$ cat src/rtl/axil_mem_bridge.sv
// axil_mem_bridge: PicoRV32-style native memory port to AXI4-lite master bridge.
// One transaction in flight; every request runs to completion unless reset intervenes.
module axil_mem_bridge #(
    parameter int unsigned ADDR_WIDTH   = 32,
    parameter logic [31:0] ERR_RDATA    = 32'hDEAD_BEEF,
    parameter int unsigned ERRCNT_WIDTH = 8,
    parameter int unsigned IFETCH_PROT  = 1
) (
    input  logic                    clk,
    input  logic                    rsi_resetn,
    // CPU native memory port
    input  logic                    mem_valid,
    input  logic                    mem_instr,
    input  logic [ADDR_WIDTH-1:0]   mem_addr,
    input  logic [31:0]             mem_wdata,
    input  logic [3:0]              mem_wstrb,
    output logic                    mem_ready,
    output logic [31:0]             mem_rdata,
    output logic                    bus_err,
    output logic [ERRCNT_WIDTH-1:0] err_count,
    // AXI4-lite write address
    output logic                    axm_awvalid,
    input  logic                    axm_awready,
    output logic [ADDR_WIDTH-1:0]   axm_awaddr,
    output logic [2:0]              axm_awprot,
    // AXI4-lite write data
    output logic                    axm_wvalid,
    input  logic                    axm_wready,
    output logic [31:0]             axm_wdata,
    output logic [3:0]              axm_wstrb,
    // AXI4-lite write response
    input  logic                    axm_bvalid,
    input  logic [1:0]              axm_bresp,
    output logic                    axm_bready,
    // AXI4-lite read address
    output logic                    axm_arvalid,
    input  logic                    axm_arready,
    output logic [ADDR_WIDTH-1:0]   axm_araddr,
    output logic [2:0]              axm_arprot,
    // AXI4-lite read data
    input  logic                    axm_rvalid,
    input  logic [1:0]              axm_rresp,
    output logic                    axm_rready,
    input  logic [31:0]             axm_rdata
);

    typedef enum logic [2:0] {
        IDLE = 3'd0,
        WR   = 3'd1,
        WB   = 3'd2,
        RA   = 3'd3,
        RD   = 3'd4,
        RESP = 3'd5
    } state_e;

    localparam logic [ERRCNT_WIDTH-1:0] ERRCNT_MAX = '1;

    state_e                  state_q, state_d;
    logic [ADDR_WIDTH-1:0]   addr_q, addr_d;
    logic [31:0]             wdata_q, wdata_d;
    logic [3:0]              wstrb_q, wstrb_d;
    logic                    instr_q, instr_d;
    logic                    awvalid_q, awvalid_d;
    logic                    wvalid_q, wvalid_d;
    logic                    bready_q, bready_d;
    logic                    arvalid_q, arvalid_d;
    logic                    rready_q, rready_d;
    logic                    mem_ready_q, mem_ready_d;
    logic                    bus_err_q, bus_err_d;
    logic [31:0]             mem_rdata_q, mem_rdata_d;
    logic [ERRCNT_WIDTH-1:0] err_count_q, err_count_d;

    logic                    aw_ok;
    logic                    w_ok;

    // A channel counts as done once its valid has dropped or is handshaking now
    assign aw_ok = awvalid_q ? axm_awready : 1'b1;
    assign w_ok  = wvalid_q  ? axm_wready  : 1'b1;

    // Next-state, transaction latching and registered-output computation
    always_comb begin
        state_d     = state_q;
        addr_d      = addr_q;
        wdata_d     = wdata_q;
        wstrb_d     = wstrb_q;
        instr_d     = instr_q;
        awvalid_d   = awvalid_q & ~axm_awready;
        wvalid_d    = wvalid_q & ~axm_wready;
        arvalid_d   = arvalid_q & ~axm_arready;
        bready_d    = bready_q;
        rready_d    = rready_q;
        mem_ready_d = 1'b0;
        bus_err_d   = 1'b0;
        mem_rdata_d = mem_rdata_q;
        err_count_d = err_count_q;

        case (state_q)
            IDLE: begin
                if (mem_valid) begin
                    addr_d  = mem_addr;
                    wdata_d = mem_wdata;
                    wstrb_d = mem_wstrb;
                    instr_d = mem_instr;
                    if (mem_wstrb != 4'h0) begin
                        state_d   = WR;
                        awvalid_d = 1'b1;
                        wvalid_d  = 1'b1;
                    end else begin
                        state_d   = RA;
                        arvalid_d = 1'b1;
                    end
                end
            end
            WR: begin
                if (aw_ok && w_ok) begin
                    state_d  = WB;
                    bready_d = 1'b1;
                end
            end
            WB: begin
                if (axm_bvalid) begin
                    state_d     = RESP;
                    bready_d    = 1'b0;
                    mem_ready_d = 1'b1;
                    bus_err_d   = (axm_bresp != 2'b00);
                end
            end
            RA: begin
                if (axm_arready) begin
                    state_d  = RD;
                    rready_d = 1'b1;
                end
            end
            RD: begin
                if (axm_rvalid) begin
                    state_d     = RESP;
                    rready_d    = 1'b0;
                    mem_ready_d = 1'b1;
                    bus_err_d   = (axm_rresp != 2'b00);
                    mem_rdata_d = (axm_rresp != 2'b00) ? ERR_RDATA : axm_rdata;
                end
            end
            RESP: begin
                state_d = IDLE;
            end
            default: begin
                state_d = IDLE;
            end
        endcase

        if (bus_err_d && (err_count_q != ERRCNT_MAX)) begin
            err_count_d = err_count_q + ERRCNT_WIDTH'(1);
        end
    end

    // State and output registers with synchronous active-low reset
    always_ff @(posedge clk) begin
        if (!rsi_resetn) begin
            state_q     <= IDLE;
            addr_q      <= '0;
            wdata_q     <= '0;
            wstrb_q     <= '0;
            instr_q     <= 1'b0;
            awvalid_q   <= 1'b0;
            wvalid_q    <= 1'b0;
            bready_q    <= 1'b0;
            arvalid_q   <= 1'b0;
            rready_q    <= 1'b0;
            mem_ready_q <= 1'b0;
            bus_err_q   <= 1'b0;
            mem_rdata_q <= '0;
            err_count_q <= '0;
        end else begin
            state_q     <= state_d;
            addr_q      <= addr_d;
            wdata_q     <= wdata_d;
            wstrb_q     <= wstrb_d;
            instr_q     <= instr_d;
            awvalid_q   <= awvalid_d;
            wvalid_q    <= wvalid_d;
            bready_q    <= bready_d;
            arvalid_q   <= arvalid_d;
            rready_q    <= rready_d;
            mem_ready_q <= mem_ready_d;
            bus_err_q   <= bus_err_d;
            mem_rdata_q <= mem_rdata_d;
            err_count_q <= err_count_d;
        end
    end

    assign mem_ready   = mem_ready_q;
    assign mem_rdata   = mem_rdata_q;
    assign bus_err     = bus_err_q;
    assign err_count   = err_count_q;

    assign axm_awvalid = awvalid_q;
    assign axm_awaddr  = addr_q;
    assign axm_awprot  = 3'b000;
    assign axm_wvalid  = wvalid_q;
    assign axm_wdata   = wdata_q;
    assign axm_wstrb   = wstrb_q;
    assign axm_bready  = bready_q;
    assign axm_arvalid = arvalid_q;
    assign axm_araddr  = addr_q;
    assign axm_arprot  = {(IFETCH_PROT != 0) && instr_q, 2'b00};
    assign axm_rready  = rready_q;

endmodule

$ cat config.mk
export PLATFORM = sky130hd
export DESIGN_NAME = axil_mem_bridge
export DESIGN_NICKNAME = d
export VERILOG_FILES = /design/src/rtl/axil_mem_bridge.sv
export SDC_FILE = /design/constraint.sdc
export NUM_CORES = 1
export LEC_CHECK = 0
export CAP_MARGIN = 10
export CELL_PAD_IN_SITES_DETAIL_PLACEMENT = 0
export CELL_PAD_IN_SITES_GLOBAL_PLACEMENT = 1
export CORE_ASPECT_RATIO = 1.5
export CORE_UTILIZATION = 26
export CTS_BUF_LIST = sky130_fd_sc_hd__clkbuf_8 sky130_fd_sc_hd__clkbuf_16
export CTS_CLUSTER_SIZE = 40
export DETAILED_ROUTE_END_ITERATION = 6
export PLACE_DENSITY_LB_ADDON = 0.1
export SKIP_CTS_REPAIR_TIMING = 1
export SLEW_MARGIN = 20
export SYNTH_ARGS = -nofsm -noshare
export SYNTH_HDL_FRONTEND = slang
export SYNTH_SLANG_ARGS = --single-unit
$ cat constraint.sdc
create_clock -name clk -period 2.04 [get_ports clk]
set_input_delay 0.612 -clock clk [delete_from_list [all_inputs] [get_ports clk]]
set_output_delay 0.612 -clock clk [all_outputs]
set_load 0.01 [all_outputs]
# Word-level counts from Yosys, hierarchy flattened
# Index checks and enable logic that the tools add are counted.
[word_totals] inputBits=113 elab_cells=75 register_bits=119
[op_classes] reduce_logical=13 n_eq_ne=10 bitwise_logic=6 add_sub_neg=1 n_mux=31
[ops] operator="32-bit two-way mux" count=1
[ops] operator="1-bit two-way mux" count=19
[ops] operator="3-bit two-way mux" count=5
[ops] operator="3-bit one-hot mux with 5 select lines" count=1
[ops] operator="2-bit != test (second input constant)" count=5
[ops] operator="8-bit by 1-bit adder with 8-bit output (second input constant)" count=1
[ops] operator="8-bit != test (second input constant)" count=1
[ops] operator="1-bit one-hot mux with 2 select lines" count=4
[ops] operator="2-bit nonzero test" count=4
[ops] operator="3-bit by 2-bit equality test with 1-bit output (second input constant)" count=2
[ops] operator="3-bit AND reduction" count=2
[ops] operator="5-bit AND reduction" count=1
[ops] operator="2-bit AND reduction" count=2
[ops] operator="4-bit nonzero test" count=1
[ops] operator="1-bit AND" count=3
[ops] operator="3-bit by 1-bit equality test with 1-bit output (second input constant)" count=1
[ops] operator="3-bit equality test (second input constant)" count=1
[ops] operator="3-bit logical NOT" count=1
[ops] operator="1-bit NOT" count=3
[ops] operator="1-bit logical AND" count=2
[ops] operator="2-bit two-way mux" count=1

# Longest topological paths before layout
# Gate-level depths: netlist of run 1.
[depth] word_depth=5 ltp_mapped=7

# Least setup slack after synthesis of run 1
# No wires, ideal clock.
[synth_timing] path_kind="input to register" from="in axm_rvalid" to="reg err_count_q[2], in the netlist err_count[2]" cell_stages=6 arrival_ns=1.638 path_buffers=2 setup_slack_ns=0.267 required_ns=1.905 cell_sequence="nand4bb_1 -> buf_2 -> o32a_1 -> buf_2 -> o311ai_0 -> o41ai_1"
[synth_between] elab_chain_len=3
[synth_lines] item="from (decl)" line="41" rtl="input logic axm_rvalid,"
[synth_lines] item="1-bit two-way mux" line="135" rtl="if (axm_rvalid) begin"
[synth_lines] item="1-bit one-hot mux with 2 select lines" line="97" rtl="case (state_q)"
[synth_lines] item="1-bit logical AND" line="151" rtl="if (bus_err_d && (err_count_q != ERRCNT_MAX)) begin"
[synth_lines] item="to (signal assigned)" line="187" rtl="err_count_q <= err_count_d;"
[synth_lines] item="to (decl)" line="71" rtl="logic [ERRCNT_WIDTH-1:0] err_count_q, err_count_d;"
# Every way passes these cells.
# A chain may end at the register's enable or synchronous reset.

# Final worst setup path of run 1
[layout_timing] from="reg bready_q, in the netlist axm_bready" to="out axm_bready"
[layout_rtl] item="from (decl)" line="65" rtl="logic bready_q, bready_d;"
[layout_rtl] item="from (signal assigned)" line="181" rtl="bready_q <= bready_d;"
[layout_rtl] item="to (decl)" line="34" rtl="output logic axm_bready,"
# No word-level cell between the ends.

==> key figures, run 1 <==
Outcome
  – Run status: complete, but fails checks
  – Violations in the final reports: DRC

Logic synthesis
  – Share of the yosys chip area belonging to registers: 0.514
  – Most used flip-flop cell after synthesis: dfxtp_1
  – Post-synth cell types: 34
  – Count of synthesis-stage warnings from yosys: 0
  – Yosys top cell area share: 0.514
  – Post-synthesis cell count: between 500 and 600
  – Share of flip-flops with an asynchronous set or reset after synthesis: 0
  – Number of enable-type register cells in the synthesized netlist: 0
  – Post-synthesis instance area: between 4000 and 5000 µm²
  – Largest area contributor in the synthesized netlist: dfxtp_1
  – Count of state elements after synthesis: around 120
  – Synth Area per Inst: between 7 and 8 µm²
  – Top post-synthesis cells by area: dfxtp_1, nand2_1, a21oi_1

Placement
  – Detail Placement HPWL: approximately 11 mm
  – Worst-case setup slack after placement: -355 ps
  – Routability Congestion: between 0.7 and 0.8
  – Total cell area at the placement stage: 7260 µm²
  – Port Buffer Count: between 200 and 300

Clocking
  – CTS Root Cell: clkbuf_16
  – Max clock buf depth: 2
  – # clock sinks: 119
  – Number of buffers created by CTS: 17
  – Number of H-tree branching levels: 4
  – Clock tree from TritonCTS: done
  – Worst-path clk slew: about 50 ps
  – Later-pin clock latency in the skew report: 410 ps

Global routing
  – Largest net degree at the start of global routing: between 60 and 70
  – Busiest layer in global routing: met2
  – M1 GR Usage: 0.164
  – Met2 Use GR: 0.304
  – Grt ovf: 0
  – First-pass GRT wire length: ~24 mm
  – Tot GR Track Use: 0.165
  – Via count of the first global-routing pass: 4,557
  – Initial antenna violation count: 0
  – GRT met3 Usage: 0.0602

Finish
  – Post-Layout Inst Area: around 7900 µm²
  – Fillcell total: 1,791
  – Number of diodes: 0
  – Most frequent cells in the layout: clkdlybuf4s50_1, nand2_1, dfxtp_1
  – Most common cell after layout, fill and taps aside: clkdlybuf4s50_1
  – Area Growth Syn to Fin: 71.2%
  – Post-layout nets: slightly above 900
  – Fraction of layout cells with a size suffix above 1: 0.0696

STA
  – Achievable frequency: ~500 MHz
  – Max-slew violation count: 0
  – Clock tree skew after final layout: between 4 and 5 ps
  – Crit path time final: ~2000 ps
  – Final period utilization: 0.986
  – Count of final setup violators: 0
  – Hold_ws: between 400 and 500 ps
  – Setup repair after global routing missed its margin: no
  – Number of hold violations in the final report: 0
  – Final setup slack of the worst path: 28.4 ps

Worst setup path
  – Worst Path Required: 1430 ps
  – Worst setup SP type: flop
  – R2R cell count: 4
  – Critical path's slowest cell: clkdlybuf4s50_1
  – Total number of cells along the worst setup path: 1
  – Worst endpoint data arrival time: around 1400 ps
  – Ordered cell list for the critical path: clkdlybuf4s50_1
  – Count of buffer and inverter cells on the critical path: 1
  – Family with the most delay on the worst path: buffers and inverters
  – CP endpoint kind: output pin
  – Slowest Stage Delay on Critical Path: between 500 and 600 ps
  – Maximum fanout count along the critical path: 3
  – Worst Setup Path Type: reg2out

Die
  – Die outline area: approximately 18,000 µm²
  – Top-level port count: about 270
  – Count of standard-cell rows: 59
  – DIE WIDTH: 111 µm
  – Area inside the core boundary: ~17,000 µm²
  – Initial standard-cell utilization of the core: 0.266
  – Die height: ~170 µm

Power
  – Pwr per Cell Area: a little over 900 nW/µm²
  – Leakage Power: ~2.9 nW
  – Worst IR Drop VDD: 0.432 mV

Route
  – DRC violation total after the first TritonRoute iteration: around 190
  – Number of design rule violations left after detail routing: 40
  – Detailed-router iteration count before antenna repair: 7
  – Number of nets still failing antenna checks after routing: 0
  – Routed wire length per instance: around 15 µm
  – Vias per std cell: ~4.6
  – Sum of routed wire length over all layers: about 15 mm
  – Vias post-DR: about 4,700

Worst hold path
  – Depth of the worst hold-timing path: 2
  – Worst min-delay path class: reg2reg

Flow run
  – Maximum Capacitance Violations: 0
layer usage:
layer	part of all wire	vias up
li1	-	2345
met1	0.37	2162
met2	0.52	169
met3	0.080	25
met4	0.026	0
met5	0	-
layout make-up:
class / instances / area, µm² / area share
repair buffers: 278 / 2790 / 0.352
flip-flops and latches: 119 / 2390 / 0.301
multi-input cells: 387 / 1810 / 0.228
clock buffers: 21 / 480 / 0.0606
well taps: 213 / 267 / 0.0336
clock inverters: 10 / 175 / 0.0221
inverters: 4 / 16.3 / 0.00205
worst min-delay path, delay by kind of cell, from the launching register on:
kind | cells | cell delay, ps
AOI/OAI and AO/OA | 1 | 50
DFF | 1 | 300
and+or+nand+nor | 1 | 50
path summary, 6_finish.rpt:
| kind | to | slack (ps) | startpoint |
|---|---|---|---|
| worst max-delay path | axm_bready | 30 | axm_bready$_SDFFE_PN0P_ |
| worst max register to register | err_count[7]$_SDFFE_PN0P_ | 280 | state_q[2]$_SDFFE_PN0P_ |
| worst min register to register | axm_wdata[26]$_SDFFE_PN0P_ | 450 | axm_wdata[26]$_SDFFE_PN0P_ |
| worst min-delay path | axm_wdata[26]$_SDFFE_PN0P_ | 450 | axm_wdata[26]$_SDFFE_PN0P_ |
registers in the layout, summed over array words and instances, names as in the netlist, 3 cells and up:
signal / flops
axm_araddr: 32
err_count: 8
axm_wstrb: 4
axm_wdata: 32
mem_rdata: 32
state_q: 3
cell usage after synthesis (4+ instances only):
| master | number |
|---|---|
| nor3_1 | 53 |
| dfxtp_1 | 119 |
| nand2_1 | 156 |
| nor2_1 | 30 |
| o21ai_0 | 6 |
| nand3_1 | 13 |
| a21oi_1 | 85 |
| and3_1 | 4 |
| inv_1 | 4 |
| clkbuf_1 | 37 |
| nor2b_1 | 4 |
| buf_4 | 38 |
through the flow:
| step | setup TNS, ps | utilization | power, W | cells |
|---|---|---|---|---|
| after floorplan | 0 | - | 0.00322 | 589 |
| after global placement | -2100 | 0.417 | 0.00394 | 1001 |
| after detailed placement | -2340 | 0.417 | 0.00396 | 1001 |
| after CTS | -99.3 | 0.455 | 0.00731 | 1032 |
| after global routing | 0 | 0.455 | 0.00752 | 1032 |
| final | 0 | 0.455 | 0.00719 | 1032 |
cells by family after synthesis:
| group | count (synthesis) | share of synthesized area |
|---|---|---|
| AO/OA/AOI/OAI | 105 | 0.122 |
| adder cells (fa/ha/maj) | 1 | 0.00270 |
| buffers and inverters | 83 | 0.100 |
| flip-flops | 119 | 0.514 |
| multiplexers | 3 | 0.00648 |
| other | 1 | 0.000809 |
| AND/OR/NAND/NOR | 273 | 0.253 |
report_power, final:
part | internal, W | switching [W] | leakage, nW
registers | 0.00249 | 0.000101 | 0.973
logic | 0.000718 | 0.000581 | 1.56
clock network | 0.00228 | 0.00102 | 0.328
Note: power is estimated with default switching activity, not from simulation.
==> inputs of run 2 (changes only) <==
--- a/config.mk
+++ b/config.mk
@@ -6,14 +6,12 @@
 export NUM_CORES = 1
 export LEC_CHECK = 0
 export CAP_MARGIN = 10
-export CELL_PAD_IN_SITES_DETAIL_PLACEMENT = 0
-export CELL_PAD_IN_SITES_GLOBAL_PLACEMENT = 1
 export CORE_ASPECT_RATIO = 1.5
-export CORE_UTILIZATION = 26
+export CORE_UTILIZATION = 38
 export CTS_BUF_LIST = sky130_fd_sc_hd__clkbuf_8 sky130_fd_sc_hd__clkbuf_16
 export CTS_CLUSTER_SIZE = 40
 export DETAILED_ROUTE_END_ITERATION = 6
-export PLACE_DENSITY_LB_ADDON = 0.1
+export PLACE_DENSITY = 0.8
 export SKIP_CTS_REPAIR_TIMING = 1
 export SLEW_MARGIN = 20
 export SYNTH_ARGS = -nofsm -noshare
==> run 2 against run 1 <==
- the flow now finishes without violations
- register-to-register slack worse by 50 ps
- design area down 1.7%
- combinational power about the same
- utilization up 20 points
- critical path type is now in2reg
==> key figures, run 2 (synthesis results as in run 1) <==
Route
  – Number of nets still failing antenna checks after routing: 0 (unchanged)
  – Routed wire length per instance: 14.8 µm (+0.79%)
  – Vias per std cell: 4.97 (+9.2%)
  – Number of design rule violations left after detail routing: 0 (-100%)
  – Met3 wire length: 1.02 mm (-17%)
  – DRC violation total after the first TritonRoute iteration: 170 (-9.6%)
  – Sum of routed wire length over all layers: 14.4 mm (-5.3%)
  – Detailed route wirelength on metal2: 7.89 mm (-0.78%)
  – Post-Route M1 WL: 5.19 mm (-7.8%)
  – Vias post-DR: 4,823 (+2.6%)
  – Top routing layer in use: met4
  – Detailed-router iteration count before antenna repair: 5 (-2)

Finish
  – Post-Layout Inst Area: 7800 µm² (-1.7%)
  – Fraction of layout cells with a size suffix above 1: 0.0673 (-0.00228)
  – Number of diodes: 0 (unchanged)
  – Final cell count without fillers: 970 (-6.0%)
  – Area Growth Syn to Fin: 68.3%
  – Post-layout nets: 919 (-0.22%)
  – Most frequent cells in the layout: clkdlybuf4s50_1, nand2_1, dfxtp_1
  – Most common cell after layout, fill and taps aside: clkdlybuf4s50_1
  – Fillcell total: 994 (-45%)
  – Final standard cell utilization of the core: 0.652 (+0.197)

Power
  – Leakage Power: 2.81 nW (-1.9%)
  – Pwr per Cell Area: 881 nW/µm² (-2.8%)
  – Worst IR Drop VDD: 0.563 mV (+30%)

Worst setup path
  – RR Startpoint: state_q[2]$_SDFFE_PN0P_
  – Worst endpoint data arrival time: 2310 ps (+910 ps)
  – Slowest Stage Delay on Critical Path: 490 ps (-80 ps)
  – Critical path's slowest cell: clkdlybuf4s50_1
  – Flop2flop setup slack: 230 ps (-50 ps)
  – Maximum fanout count along the critical path: 10 (+7)
  – Timing startpoint of the critical path: axm_bvalid
  – Worst setup SP type: primary input
  – Family with the most delay on the worst path: compound AO/OA/AOI/OAI gates
  – End point of the critical path: err_count[6]$_SDFFE_PN0P_
  – R2R cell count: 5 (+1)
  – Count of buffer and inverter cells on the critical path: 2 (+1)
  – Worst Path Required: 2310 ps (+880 ps)
  – Worst Setup Path Type: in2reg
  – Worst R2R End: err_count[6]$_SDFFE_PN0P_
  – CP endpoint kind: flop
  – Total number of cells along the worst setup path: 6 (+5)
  – Ordered cell list for the critical path: clkdlybuf4s50_1 -> nand3b_1 -> o32a_1 -> buf_4 -> o41ai_1 -> nor2b_1

Global routing
  – Tot GR Track Use: 0.223 (+0.0581)
  – Largest net degree at the start of global routing: 58 (-16%)
  – First-pass GRT wire length: 22.3 mm (-5.5%)
  – Initial antenna violation count: 0 (unchanged)
  – Grt ovf: 0 (unchanged)
  – Via count of the first global-routing pass: 4,573 (+0.35%)

Clocking
  – # clock sinks: 119 (unchanged)
  – Max clock buf depth: 2 (unchanged)
  – Clock tree from TritonCTS: done
  – CTS Root Cell: clkbuf_16
  – Worst-path clk slew: 50 ps (about the same)
  – Number of H-tree branching levels: 4 (unchanged)
  – Number of buffers created by CTS: 17 (unchanged)
  – Later-pin clock latency in the skew report: 400 ps (about the same)

STA
  – Clock tree skew after final layout: 5.97 ps (+1.13 ps)
  – Final period utilization: 1.00 (+0.0136)
  – Setup repair after global routing missed its margin: no
  – Achievable frequency: 490 MHz (-1.4%)
  – Final setup slack of the worst path: 0.669 ps (-27.7 ps)
  – Max-slew violation count: 0 (unchanged)
  – Crit path time final: 2040 ps (+27.7 ps)
  – Count of final setup violators: 0 (unchanged)
  – Transition time of the tightest slew-check pin: about 540 ps
  – Worst max-slew margin expressed relative to the limit: 0.635
  – Number of hold violations in the final report: 0 (unchanged)

Placement
  – Post-placement cell count: 939 (-6.2%)
  – Detail Placement HPWL: 10.6 mm (-3.0%)
  – Worst-case setup slack after placement: -366 ps (-10.5 ps)
  – Port Buffer Count: 260 (unchanged)
  – Routability Congestion: 0.839 (+7.4%)
  – Total cell area at the placement stage: 7200 µm² (-0.90%)

Die
  – DIE WIDTH: 92.2 µm (-17%)
  – Top-level port count: 266 (unchanged)
  – Area inside the core boundary: 12,000 µm² (-31%)
  – Initial standard-cell utilization of the core: 0.388 (+0.122)
  – Die height: 137 µm (-17%)
  – Die outline area: 12,600 µm² (-31%)
  – Count of standard-cell rows: 49 (-17%)

Flow run
  – Maximum Capacitance Violations: 0 (unchanged)

Outcome
  – Run status: completed

Worst hold path
  – Worst min-delay path class: reg2reg
## run 2: layer usage
layer / vias to the layer above / global-route usage
li1: 2342 / -
met1: 2241 / 0.229
met2: 220 / 0.410
met3: 20 / 0.0784
met4: 0 / 0.0894
met5: - / 0
## run 2: per-stage QoR
step / setup TNS [ps] / hold WS, ps / total power, W
floorplan: 0 / 437 / 0.00322
global placement: -1390 / 438 / 0.00391
detailed placement: -2040 / 445 / 0.00395
CTS: -19.5 / 450 / 0.00693
global route: 0 / 468 / 0.00716
finish: 0 / 451 / 0.00687
## run 2: final cells by class
cell class	instances	area [µm²]	share of cell area
Inverter	4	16.3	0.00209
Timing Repair Buffer	276	2800	0.359
Sequential cell	119	2390	0.306
Clock buffer	19	453	0.0581
Tap cell	153	191	0.0246
Clock inverter	12	135	0.0173
Multi-Input combinational cell	387	1820	0.233
## run 2: worst min path at each step
stage                                from                         end  slack, ps  cells after the start
4_1_cts        mem_rdata[14]$_SDFFE_PN0P_  mem_rdata[14]$_SDFFE_PN0P_        450                      2
2_1_floorplan        instr_q$_SDFFE_PN0P_        instr_q$_SDFFE_PN0P_        440                      2
3_3_place_gp   mem_rdata[29]$_SDFFE_PN0P_  mem_rdata[29]$_SDFFE_PN0P_        440                      2
6_report       mem_rdata[14]$_SDFFE_PN0P_  mem_rdata[14]$_SDFFE_PN0P_        450                      2
5_1_grt         mem_rdata[8]$_SDFFE_PN0P_   mem_rdata[8]$_SDFFE_PN0P_        470                      2
3_5_place_dp   mem_rdata[14]$_SDFFE_PN0P_  mem_rdata[14]$_SDFFE_PN0P_        440                      2
## run 2: worst reg2reg max path, cell delays in order, from the launching register on
cell and delay (ps):
dfxtp_1 370, nand3b_1 220, o32a_1 390, buf_4 210
o41ai_1 400, nor2b_1 90
## run 2: report_power, final
part           internal (W)  leakage (nW)  switching, W
combinational      0.000725          1.53      0.000580
sequential          0.00249         0.973     0.0000995
clock               0.00195         0.301       0.00102
